<file path="src/rtl/watch_ctrl.sv">
// Stopwatch run-control: synchronised, debounced START/STOP and LAP/RESET buttons
// drive a one-hot FSM whose registered decodes give CLKEN, RST and LAPHOLD.

module watch_ctrl_db #(
  parameter int DB_CYCLES = 4,
  parameter int DB_W      = 16
) (
  input  logic clk,
  input  logic rst,
  input  logic btn,
  output logic press
);

  logic            s1_q, s2_q;
  logic            filt_q, filt_d;
  logic            filt_dly_q;
  logic [DB_W-1:0] cnt_q, cnt_d;

  // Debounce: accept s2 once it has disagreed with filt for DB_CYCLES cycles in a row.
  always_comb begin
    filt_d = filt_q;
    cnt_d  = {DB_W{1'b0}};
    if (s2_q == filt_q) begin
      cnt_d = {DB_W{1'b0}};
    end else if (cnt_q == DB_W'(DB_CYCLES - 1)) begin
      filt_d = s2_q;
      cnt_d  = {DB_W{1'b0}};
    end else begin
      cnt_d = cnt_q + {{(DB_W-1){1'b0}}, 1'b1};
    end
  end

  // Synchroniser, filtered level and its delayed copy.
  always_ff @(posedge clk or posedge rst) begin
    if (rst) begin
      s1_q       <= 1'b0;
      s2_q       <= 1'b0;
      filt_q     <= 1'b0;
      filt_dly_q <= 1'b0;
      cnt_q      <= {DB_W{1'b0}};
    end else begin
      s1_q       <= btn;
      s2_q       <= s1_q;
      filt_q     <= filt_d;
      filt_dly_q <= filt_q;
      cnt_q      <= cnt_d;
    end
  end

  assign press = filt_q & ~filt_dly_q;

endmodule

module watch_ctrl #(
  parameter int DB_CYCLES = 4,
  parameter int DB_W      = 16,
  parameter int LAP_EN    = 1
) (
  input  logic CLK,
  input  logic RESET,
  input  logic STRTSTOP,
  input  logic LAPRST,
  input  logic locked,
  output logic CLKEN,
  output logic RST,
  output logic LAPHOLD,
  output logic RUNNING
);

  typedef enum logic [4:0] {
    CLEAR   = 5'b00001,
    ZERO    = 5'b00010,
    RUN     = 5'b00100,
    LAP     = 5'b01000,
    STOPPED = 5'b10000
  } state_e;

  state_e state_q, state_d;
  logic   ss_press_s, lap_press_s;
  logic   ss_s, lp_s;
  logic   clken_q, clken_d;
  logic   rst_q, rst_d;
  logic   lap_q, lap_d;

  watch_ctrl_db #(.DB_CYCLES(DB_CYCLES), .DB_W(DB_W)) u_db_ss (
    .clk   (CLK),
    .rst   (RESET),
    .btn   (STRTSTOP),
    .press (ss_press_s)
  );

  watch_ctrl_db #(.DB_CYCLES(DB_CYCLES), .DB_W(DB_W)) u_db_lp (
    .clk   (CLK),
    .rst   (RESET),
    .btn   (LAPRST),
    .press (lap_press_s)
  );

  // Presses arriving while the DCM is unlocked are dropped, not queued.
  assign ss_s = ss_press_s & locked;
  assign lp_s = lap_press_s & locked;

  // Next state; START/STOP is tested before LAP/RESET so it wins a tie.
  always_comb begin
    state_d = state_q;
    case (state_q)
      CLEAR: state_d = ZERO;
      ZERO: begin
        if (ss_s) state_d = RUN;
        else      state_d = state_q;
      end
      RUN: begin
        if (!locked)                     state_d = STOPPED;
        else if (ss_s)                   state_d = STOPPED;
        else if (lp_s && (LAP_EN != 0))  state_d = LAP;
        else                             state_d = state_q;
      end
      LAP: begin
        if (!locked)   state_d = STOPPED;
        else if (ss_s) state_d = STOPPED;
        else if (lp_s) state_d = RUN;
        else           state_d = state_q;
      end
      STOPPED: begin
        if (ss_s)      state_d = RUN;
        else if (lp_s) state_d = CLEAR;
        else           state_d = state_q;
      end
      default: state_d = CLEAR;
    endcase
  end

  // Output strobes decode the current state so they lag it by one cycle.
  always_comb begin
    clken_d = (state_q == RUN) || (state_q == LAP);
    rst_d   = (state_q == CLEAR);
    lap_d   = (state_q == LAP);
  end

  // State and output registers.
  always_ff @(posedge CLK or posedge RESET) begin
    if (RESET) begin
      state_q <= CLEAR;
      clken_q <= 1'b0;
      rst_q   <= 1'b0;
      lap_q   <= 1'b0;
    end else begin
      state_q <= state_d;
      clken_q <= clken_d;
      rst_q   <= rst_d;
      lap_q   <= lap_d;
    end
  end

  assign CLKEN   = clken_q;
  assign RST     = rst_q;
  assign LAPHOLD = lap_q;
  assign RUNNING = clken_q;

endmodule

</file>
<file path="config.mk">
export PLATFORM = sky130hd
export DESIGN_NAME = watch_ctrl
export DESIGN_NICKNAME = d
export VERILOG_FILES = /design/src/rtl/watch_ctrl.sv
export SDC_FILE = /design/constraint.sdc
export NUM_CORES = 1
export LEC_CHECK = 0
export CORE_UTILIZATION = 46
export CTS_CLUSTER_SIZE = 10
export DETAILED_ROUTE_END_ITERATION = 6
export PLACE_DENSITY = 0.65
export SLEW_MARGIN = 20
export SYNTH_ARGS = -nofsm -noshare
export SYNTH_HDL_FRONTEND = slang
export SYNTH_SLANG_ARGS = --single-unit
</file>
<file path="constraint.sdc">
create_clock -name CLK -period 1.82 [get_ports CLK]
set_clock_uncertainty 0.2 [all_clocks]
set_input_delay 0.182 -clock CLK [delete_from_list [all_inputs] [get_ports CLK]]
set_output_delay 0.182 -clock CLK [all_outputs]
set_load 0.02 [all_outputs]
</file>
==> run metrics, run 1 <==
outcome completed; worst path cell trace nand4_2 -> or2_4 -> or4_1 -> a21oi_1; min Tclk post-route 1.744 ns; Clk Tree Root Cell clkbuf_8; Netlist cell types 39; Ys Warns 0; Ant. Diodes 0; worst-margin pin slew 0.3537 ns; Hold/Removal Path Class input pin to asynchronous set/reset pin; register area 0.001211 mm^2; Post-Place Setup Slack 0.001561 ns; # IOs 9; hold_buf cts 0; layout cells sized above 1 0.2112; Slew HR 0.7635; largest registers u_db_lp.cnt_q x16, u_db_ss.cnt_q x16, state_q x5; Vias/cell 5.267; die height 71.99 um; GRT Total Usage 0.1808; Synth Area per Inst 10.24 um^2; dominant cells by area after synthesis dfrtp_1 52%, xor2_1 6.2%, nor2_1 4.8%, xnor2_1 4.3%, nand3_1 3.3%; first-pass GRT wire length 7258 um; CP startpoint kind flop; area grow syn2layout 20.38%; DIE WIDTH 71.99 um; multi-input logic area 0.001067 mm^2; XOR/XNOR share of the synthesized area 0.1049; latest clock arrival within the worst-skew pair 0.30 ns; placed cell areas 0.002530 mm^2; number of antenna violations at the first check in global routing 0; crit end category flop; cells after synthesis 220; number of global-route vias before repair 1616; Synth area leader dfrtp_1; Syn Nets 227; vias post-DR 1675; RSZ-0062 raised after global routing true; GPL Wtd Cong 0.7895; DR DRC count 0; max_cap viols 0; cell area after synthesis 0.002253 mm^2; effective utilization at floorplan 0.4771; worst setup margin 0.07607 ns; pwr dens 1027 mW/mm^2; clock share of power 0.230; nets 257; Yosys top cell area share 0.5219; most frequent cell after synthesis dfrtp_1; worst-path maximum fanout 5; DP HPWL 2970 um; core area 0.004723 mm^2; FFs w/ async S/R, synth 1.000; final core occ 0.5743; Psw 884.1 uW; pin count of the biggest net entering global routing 26; Max Slew Vio Count 0; remaining antenna violation count 0; switch share 0.3174; DR iter-0 viols 89; multiplexer share of the synthesized area 0.009994; TritonCTS clock tree built; FMAX 573.4 MHz; Reg power frac 0.486; setup TNS 0 ns; CTS clk-pin slew, worst paths 0.09 ns; slowest CP cell or4_1; peak per-stage delay on the critical path 0.47 ns; Power Internal 1.902 mW; CTS H-tree lvls 2; clk sink count 48; sequential fraction of the synthesis area 0.5336; port bufs 8; register bit total from synthesis 48; Simple-Gate Fraction of Synth Area 0.2660; layout filler cell count 415; routed wire length 4184 um; crit path DAT 1.77 ns; std cell rows 25; CTS buffer count 5; crit share post-route 0.9582; GRT Residual Overflow 0; clk buf depth 2; Total Power 2.786 mW; Most used DFF post-synth dfrtp_1; critical path type flop to flop; TritonRoute pass-1 iters 4; Leak 1.149 nW; Post-synth top cells 47 x dfrtp_1, 29 x nor2_1, 16 x xor2_1; Comb pwr share 0.283; final setup violation count 0; Final Cell Area 0.002713 mm^2; complex-gate fraction of the synthesized area 0.05552; DR WL/cell 13.16 um; die area 0.005183 mm^2; Required @ worst endpoint 1.85 ns; reg-to-reg slack, setup 0.08 ns; Post-synth EDFFs 0; combinational family with the most area after synthesis simple AND/OR/NAND/NOR gates; Final Hold Vio Count 0; Adder-Cell Fraction of Synth Area 0.01110; Max VDD drop 0.5501 mV
timing repair:
item | in CTS | in global routing
gates resized for setup | 2 | 16
setup endpoints to repair | 1 | 24
setup buffers | 0 | 3
pin swaps | 0 | 4
cloned | 0 | 0
layout make-up:
cell class / instances / share of cell area
sequential: 48 / 0.4465
tap: 67 / 0.03090
inverter: 6 / 0.008303
clock buffer: 6 / 0.03044
multi-input combinational: 162 / 0.3934
clock inverter: 2 / 0.003690
timing repair buffer: 27 / 0.08672
power groups by stage:
stage | Clock (mW) | Sequential [mW] | Combinational, mW
floorplan | 0 | 1.37 | 0.451
global placement | 0 | 1.36 | 0.781
detailed placement | 0 | 1.37 | 0.779
CTS | 0.674 | 1.34 | 0.781
global route | 0.705 | 1.38 | 0.898
finish | 0.642 | 1.35 | 0.790
cells in the final DEF (no fill, tap or decap), types with 2 or more instances in the layout:
master            n
nand2_1          12
nand4_1           8
nand3_1          14
nor3_1           10
and3_1            7
clkinv_2          2
o21ai_0           3
nor4b_2           2
buf_4            18
and2_1            3
dfrtp_1          40
xnor2_1          11
xor2_1           16
a21oi_1           5
nor4_2            3
mux2_2            2
and4_1            2
o31ai_1           4
or4_1             3
nor2_1           29
a31oi_1           2
clkdlybuf4s50_1   8
dfrtp_2           7
nor4_1            5
nor2b_1           2
inv_1             5
clkbuf_8          6
nand3b_1          2
critical path: cells and delay by family, from the launching register on:
kind | cells | cell delay, ns
AOI/OAI and AO/OA | 1 | 0.15
DFF | 1 | 0.42
and+or+nand+nor | 3 | 0.91
per-layer routing:
metal,track usage,share of wire,vias to the layer above
met1,0.2482,0.49,815
li1,-,-,839
met5,0,0,-
met2,0.2841,0.47,15
met4,0.05229,0.011,0
met3,0.04722,0.026,6
final timing paths:
| path | start | endpoint | cells after the start |
|---|---|---|---|
| min in group CLK | LAPRST | u_db_lp.s1_q | 1 |
| max in group asynchronous | RESET | state_q[0] | 3 |
| worst min-delay path | RESET | u_db_lp.cnt_q[13] | 3 |
| worst max-delay path | u_db_lp.cnt_q[3] | u_db_lp.cnt_q[15] | 4 |
| worst min register to register | u_db_ss.s1_q | u_db_ss.s2_q | 0 |
| worst max register to register | u_db_lp.cnt_q[3] | u_db_lp.cnt_q[15] | 4 |
kinds of logic (layout without fill, tap and decap cells):
logic type,count (synthesis),in the layout
mux,2,2
simple gates,112,112
flops,48,48
xor+xnor,27,27
compound gates,19,19
buf+inv,10,41
fa+ha+maj,2,2
metrics by stage:
step,instances,hold WS [ns]
2_1_floorplan,220,0.01343
3_3_place_gp,307,0.1347
3_5_place_dp,307,0.1393
4_1_cts,315,0.04748
5_1_grt,318,0.07416
6_report,318,0.03529
(Power assumes the default switching activity.)
==> inputs of run 2 (changes only) <==
--- a/config.mk
+++ b/config.mk
@@ -6,7 +6,7 @@
 export NUM_CORES = 1
 export LEC_CHECK = 0
 export CORE_UTILIZATION = 46
-export CTS_CLUSTER_SIZE = 10
+export CTS_BUF_LIST = sky130_fd_sc_hd__clkbuf_4 sky130_fd_sc_hd__clkbuf_8 sky130_fd_sc_hd__clkbuf_16
 export DETAILED_ROUTE_END_ITERATION = 6
 export PLACE_DENSITY = 0.65
 export SLEW_MARGIN = 20
==> results of run 2 <==
Final layout, timing and power as in run 1 (identical DEF).
